`src/rtl/tlb_writer.sv`:
```
// Write-side controller for the 8-entry TLB: looks up, picks a victim and drives the single write port.
// Optional whole-TLB flush is compiled in when TLB_WR_FLUSH_EN is defined.
module tlb_writer #(
  parameter int ENTRIES = 8,
  parameter int IDX_W   = 3,
  parameter int VPN_W   = 20,
  parameter int PPN_W   = 20
) (
  input  logic                       clk,
  input  logic                       rst,
  input  logic [VPN_W-1:0]           tlb_pn0,
  input  logic [VPN_W-1:0]           tlb_pn1,
  input  logic [VPN_W-1:0]           tlb_pn2,
  input  logic [VPN_W-1:0]           tlb_pn3,
  input  logic [VPN_W-1:0]           tlb_pn4,
  input  logic [VPN_W-1:0]           tlb_pn5,
  input  logic [VPN_W-1:0]           tlb_pn6,
  input  logic [VPN_W-1:0]           tlb_pn7,
  input  logic [ENTRIES-1:0]         tlb_vld_vec,
  input  logic                       fill_valid,
  output logic                       fill_ready,
  input  logic [VPN_W-1:0]           fill_vpn,
  input  logic [PPN_W-1:0]           fill_ppn,
  input  logic                       fill_pr,
  input  logic                       fill_rw,
  input  logic                       fill_pcd,
  output logic                       fill_done,
  output logic [IDX_W-1:0]           fill_idx,
  output logic                       fill_hit,
  input  logic                       flush_req,
  output logic                       flush_done,
  output logic                       tlb_wr_en,
  output logic [IDX_W-1:0]           tlb_wr_addr,
  output logic [VPN_W+PPN_W+3:0]     tlb_wr_data
);

  localparam int ENT_W = VPN_W + PPN_W + 4;

  typedef enum logic [2:0] {
    S_IDLE,
    S_LOOKUP,
    S_WRITE,
    S_DONE
`ifdef TLB_WR_FLUSH_EN
    , S_FLUSH,
    S_FLUSH_DONE
`endif
  } state_t;

  state_t             state, state_nx;
  logic [IDX_W-1:0]   rr_ptr;
  logic [VPN_W-1:0]   pn_arr [ENTRIES];

  logic [VPN_W-1:0]   vpn_p0;
  logic [PPN_W-1:0]   ppn_p0;
  logic [2:0]         attr_p0;
  logic [IDX_W-1:0]   idx_p1;
  logic               hit_p1;

  logic               any_hit, any_inv;
  logic [IDX_W-1:0]   hit_idx, inv_idx, sel_idx;
  logic               accept;

`ifdef TLB_WR_FLUSH_EN
  logic [IDX_W-1:0]   flush_cnt;
`else
  logic               flush_unused;
  assign flush_unused = flush_req;
`endif

  assign pn_arr[0] = tlb_pn0;
  assign pn_arr[1] = tlb_pn1;
  assign pn_arr[2] = tlb_pn2;
  assign pn_arr[3] = tlb_pn3;
  assign pn_arr[4] = tlb_pn4;
  assign pn_arr[5] = tlb_pn5;
  assign pn_arr[6] = tlb_pn6;
  assign pn_arr[7] = tlb_pn7;

  assign accept = fill_valid && fill_ready;

  // Lowest matching valid entry wins; otherwise lowest free slot; otherwise round-robin victim.
  always_comb begin
    any_hit = 1'b0;
    any_inv = 1'b0;
    hit_idx = '0;
    inv_idx = '0;
    for (int i = 0; i < ENTRIES; i++) begin
      if (!any_hit && tlb_vld_vec[i] && pn_arr[i] == vpn_p0) begin
        any_hit = 1'b1;
        hit_idx = IDX_W'(i);
      end
      if (!any_inv && !tlb_vld_vec[i]) begin
        any_inv = 1'b1;
        inv_idx = IDX_W'(i);
      end
    end
    sel_idx = any_hit ? hit_idx : (any_inv ? inv_idx : rr_ptr);
  end

  always_comb begin
    state_nx = state;
    case (state)
      S_IDLE: begin
`ifdef TLB_WR_FLUSH_EN
        if (flush_req)       state_nx = S_FLUSH;
        else if (fill_valid) state_nx = S_LOOKUP;
`else
        if (fill_valid)      state_nx = S_LOOKUP;
`endif
      end
      S_LOOKUP:              state_nx = S_WRITE;
      S_WRITE:               state_nx = S_DONE;
      S_DONE:                state_nx = S_IDLE;
`ifdef TLB_WR_FLUSH_EN
      S_FLUSH:      if (flush_cnt == IDX_W'(ENTRIES - 1)) state_nx = S_FLUSH_DONE;
      S_FLUSH_DONE:          state_nx = S_IDLE;
`endif
      default:               state_nx = S_IDLE;
    endcase
  end

  always_ff @(posedge clk) begin
    if (rst) begin
      state  <= S_IDLE;
      rr_ptr <= '0;
`ifdef TLB_WR_FLUSH_EN
      flush_cnt <= '0;
`endif
    end else begin
      state <= state_nx;
      if (state == S_LOOKUP && !any_hit && !any_inv) rr_ptr <= rr_ptr + 1'b1;
`ifdef TLB_WR_FLUSH_EN
      if (state == S_FLUSH) begin
        flush_cnt <= flush_cnt + 1'b1;
        if (flush_cnt == IDX_W'(ENTRIES - 1)) rr_ptr <= '0;
      end
`endif
    end
  end

  // Stage p0: captured request; stage p1: lookup result
  always_ff @(posedge clk) begin
    if (accept) begin
      vpn_p0  <= fill_vpn;
      ppn_p0  <= fill_ppn;
      attr_p0 <= {fill_pr, fill_rw, fill_pcd};
    end
    if (state == S_LOOKUP) begin
      idx_p1 <= sel_idx;
      hit_p1 <= any_hit;
    end
  end

  // Reset forces every output low, so an abandoned fill never reaches the write port.
  always_comb begin
    fill_ready  = 1'b0;
    fill_done   = 1'b0;
    fill_idx    = '0;
    fill_hit    = 1'b0;
    flush_done  = 1'b0;
    tlb_wr_en   = 1'b0;
    tlb_wr_addr = '0;
    tlb_wr_data = '0;
    if (!rst) begin
      case (state)
        S_IDLE: begin
`ifdef TLB_WR_FLUSH_EN
          fill_ready = !flush_req;
`else
          fill_ready = 1'b1;
`endif
        end
        S_WRITE: begin
          tlb_wr_en   = 1'b1;
          tlb_wr_addr = idx_p1;
          tlb_wr_data = {vpn_p0, ppn_p0, 1'b1, attr_p0};
        end
        S_DONE: begin
          fill_done = 1'b1;
          fill_idx  = idx_p1;
          fill_hit  = hit_p1;
        end
`ifdef TLB_WR_FLUSH_EN
        S_FLUSH: begin
          tlb_wr_en   = 1'b1;
          tlb_wr_addr = flush_cnt;
          tlb_wr_data = ENT_W'(0);
        end
        S_FLUSH_DONE: flush_done = 1'b1;
`endif
        default: ;
      endcase
    end
  end

endmodule

```
`config.mk`:
```
export PLATFORM = sky130hd
export DESIGN_NAME = tlb_writer
export DESIGN_NICKNAME = d
export VERILOG_FILES = /design/src/rtl/tlb_writer.sv
export SDC_FILE = /design/constraint.sdc
export NUM_CORES = 1
export LEC_CHECK = 0
export ABC_AREA = 1
export ABC_CLOCK_PERIOD_IN_PS = 6400
export CORE_MARGIN = 3
export CORE_UTILIZATION = 44
export CTS_CLUSTER_SIZE = 28
export DETAILED_ROUTE_END_ITERATION = 16
export PLACE_DENSITY = 0.88
export SETUP_SLACK_MARGIN = 0.5
export SLEW_MARGIN = 15
export SYNTH_ARGS = -nofsm -noshare
export SYNTH_HDL_FRONTEND = slang
export SYNTH_SLANG_ARGS = --single-unit
```
`constraint.sdc`:
```
create_clock -name clk -period 6.4 [get_ports clk]
set_input_delay 0.96 -clock clk [delete_from_list [all_inputs] [get_ports clk]]
set_output_delay 0.96 -clock clk [all_outputs]
set_load 0.05 [all_outputs]
```
==> out/results.txt <==
Final antenna-violating net count - 0
Worst VDD drop - 0.143 mV
First-pass GRT wire length - 32.5 mm
Metal-1 WL - 8.09 mm
Commonest non-fill, non-tap cell in the layout - nand2_1
Top Family by Delay on Critical Path - buffers and inverters
Vias per Instance - 5.06
Reg-to-reg slack, setup - 3950 ps
Reg-to-Reg Start - vpn_p0[11]
Die H - 114 um
Final HPWL DP - 17.1 mm
Clk sinks - 52
Met3 routed WL - 2.20 mm
WL final - 21.2 mm
Pwr Density - 185 nW/um^2
Critical path class - in -> out
Crit-path slowest cell - clkdlybuf4s50_1
Max stage delay on crit path - 870 ps
Initial drt markers - 705
Headroom to the max-slew limit - 30.9%
Placer Congestion - 0.954
Vias in the first global route - 6,143
CTS Hold Buffers Added - 0
Total congestion overflow - 0
WP data required - 5440 ps
# IOs - 270
Number of diodes - 0
Post-CTS Setup Bufs - 0
Resized Gates After CTS - 0
Register Area - 1510 um^2
Setup-failing EPs final - 0
Yosys reg bits - 52
Final worst path period share - 80.4%
Final worst slack - 1250 ps
Worst-case clock buffer depth - 2
Hold path depth - 1
Core footprint - 11,100 um^2
Effective utilization at floorplan - 46.0%
Layout area overhead - 55.2%
Hold EP - rr_ptr[0]
Yosys top cell area share - 28.6%
Dpl ws - 1360 ps
Highest Signal Layer - met4
Later-pin clock latency in the skew report - 310 ps
Initial antenna violation count - 0
Post-synth top area cell - nand2_1
Final Hold Viols - 0
H-tree Lvls - 2
Cell variety after synth - 35
Reg clk slew, reported paths - 90 ps
Most used cell, CP - clkdlybuf4s50_1
CTS Root Cell - clkbuf_16
Multi-input gate area - 2890 um^2
Final-layout fill cell count - 952
Skew final - 9.92 ps
Reg-to-Reg End - idx_p1[0]
Fmax - 194 MHz
Worst path cell trace - clkdlybuf4s50_1 > inv_1 > nand2_1 > nor2_1 > clkdlybuf4s50_1
HP Class - reg -> reg
CP Buf/Inv Count - 3
Nets - 1,346
Wire length per cell - 16.8 um
Setup crit start kind - input pin
GR Util All Layers - 32.6%
Die W - 114 um
Cells after Synth - 882
Syn Area/Cell - 5.78 um^2
Sequential cell area fraction in the yosys report - 29.6%
CTS tree - done
Number of synthesis warnings - 0
Slew @ Worst Pin - 1030 ps
R2R depth - 13
Pleak - 3.80 nW
FP Rows - 38
DIE AREA - 12,900 um^2
Final min period - 5150 ps
Via Count - 6,410
Port-buffer cells - 267
Setup TNS - 0 ps
Pin count of the biggest net entering global routing - 44
Hold Crit Start - rr_ptr[0]
Critical path data arrival time - 4190 ps
Final slew viol count - 0
Synthesized Nets - 1,102
Commonest non-fill, non-tap cells in the layout - nand2_1, clkdlybuf4s50_1, nor2_1
Met2 wire length - 9.74 mm
Max-cap check violation count - 0
Synth Cell Area - 5100 um^2
Layout cells sized above 1 - 4.35%
RSZ-0062 raised after global routing - false
DRT Pass-1 Iters - 5
Largest cells by area after synthesis - nand2_1, edfxtp_1, nor2_1
Critical path fanouts, max - 26
CTS buffer count - 5
# DRC - 0
Crit end category - output port
Outcome - finished, final reports clean
-- layout make-up --
type                    count  area share (%)
clock buffers               5            1.58
clock inverters             3           0.427
inverters                 135            6.40
multi-input cells         665            36.5
flip-flops and latches     52            19.1
well taps                 140            2.21
repair buffers            267            33.8
-- registers in the layout, indices dropped and copies added (netlist names) --
signal / cells
idx_p1: 3
attr_p0: 3
rr_ptr: 3
vpn_p0: 20
hit_p1: 1
state: 2
ppn_p0: 20
-- cell usage after synthesis --
library cell / number
conb_1: 1
clkbuf_1: 8
buf_2: 8
buf_6: 5
a21boi_1: 1
or2_0: 2
xnor2_1: 18
a31oi_1: 1
a21oi_1: 4
nand2_1: 388
ha_1: 5
inv_2: 18
a21oi_2: 1
nand3_2: 7
nor2_1: 144
dfxtp_1: 5
o21ai_2: 1
a311oi_1: 1
o221ai_1: 1
nand2_4: 1
o22ai_1: 2
buf_4: 9
nand3_1: 16
o21ai_1: 17
inv_1: 117
nand3b_1: 1
nor2_2: 4
xor2_1: 3
nand2_2: 5
nor2_4: 3
and3_1: 1
edfxtp_1: 47
o21ai_0: 30
o211ai_1: 2
or2_1: 5
-- where the power goes --
part           leakage (nW)  switching (mW)  internal, mW
sequential            0.476          0.0475         0.423
combinational          3.24           0.414         0.277
clock                0.0772           0.150         0.151
-- how the worst max path moves through the flow --
| stage | end | slack [ps] | depth (start not counted) | startpoint |
|---|---|---|---|---|
| floorplan | tlb_wr_data[3] | 3130 | 6 | rst |
| global placement | tlb_wr_data[32] | 1440 | 5 | rst |
| finish | tlb_wr_data[32] | 1250 | 5 | rst |
| CTS | tlb_wr_data[32] | 1340 | 5 | rst |
| detailed placement | tlb_wr_data[32] | 1360 | 5 | rst |
| global route | tlb_wr_data[36] | 1050 | 5 | rst |
-- per-stage QoR --
step / area [um^2] / power, mW / hold WS [ps] / instances / utilization, %
6_report: 7910 / 1.46 / 528 / 1267 / 71.4
5_1_grt: 7910 / 1.54 / 563 / 1267 / 71.4
4_1_cts: 7910 / 1.46 / 526 / 1267 / 71.4
3_5_place_dp: 7750 / 1.16 / 482 / 1259 / 70.0
3_3_place_gp: 7750 / 1.15 / 480 / 1259 / 70.0
2_1_floorplan: 5100 / 0.867 / 450 / 882 / -
-- worst reg2reg max path, stage by stage (launching register included) --
cell and delay (ps):
edfxtp_1 680, inv_2 230, nand2_1 110, o21ai_0 100
nor2_1 240, nand2_1 80, nor2_1 220, nand3_2 120
nand2_1 90, nand2_1 50, nand2_1 50, nand2_1 60
nand2_1 70, a21boi_1 100
-- cell families (layout without fill, tap and decap cells) --
logic type,count (synthesis),count (layout),synth area share [%]
AO/OA/AOI/OAI,61,61,6.50
AND/OR/NAND/NOR,577,577,45.2
adder cells (fa/ha/maj),5,5,1.23
XOR/XNOR,21,21,3.61
flip-flops,52,52,29.6
buffers and inverters,165,410,13.7
other,1,1,0.0735
-- metal layers --
| layer | GRT usage (%) | up-vias |
|---|---|---|
| li1 | - | 3131 |
| met1 | 41.0 | 2812 |
| met2 | 53.3 | 389 |
| met3 | 6.90 | 78 |
| met4 | 15.5 | 0 |
| met5 | 0 | - |
Note: power is estimated with default switching activity, not from simulation.
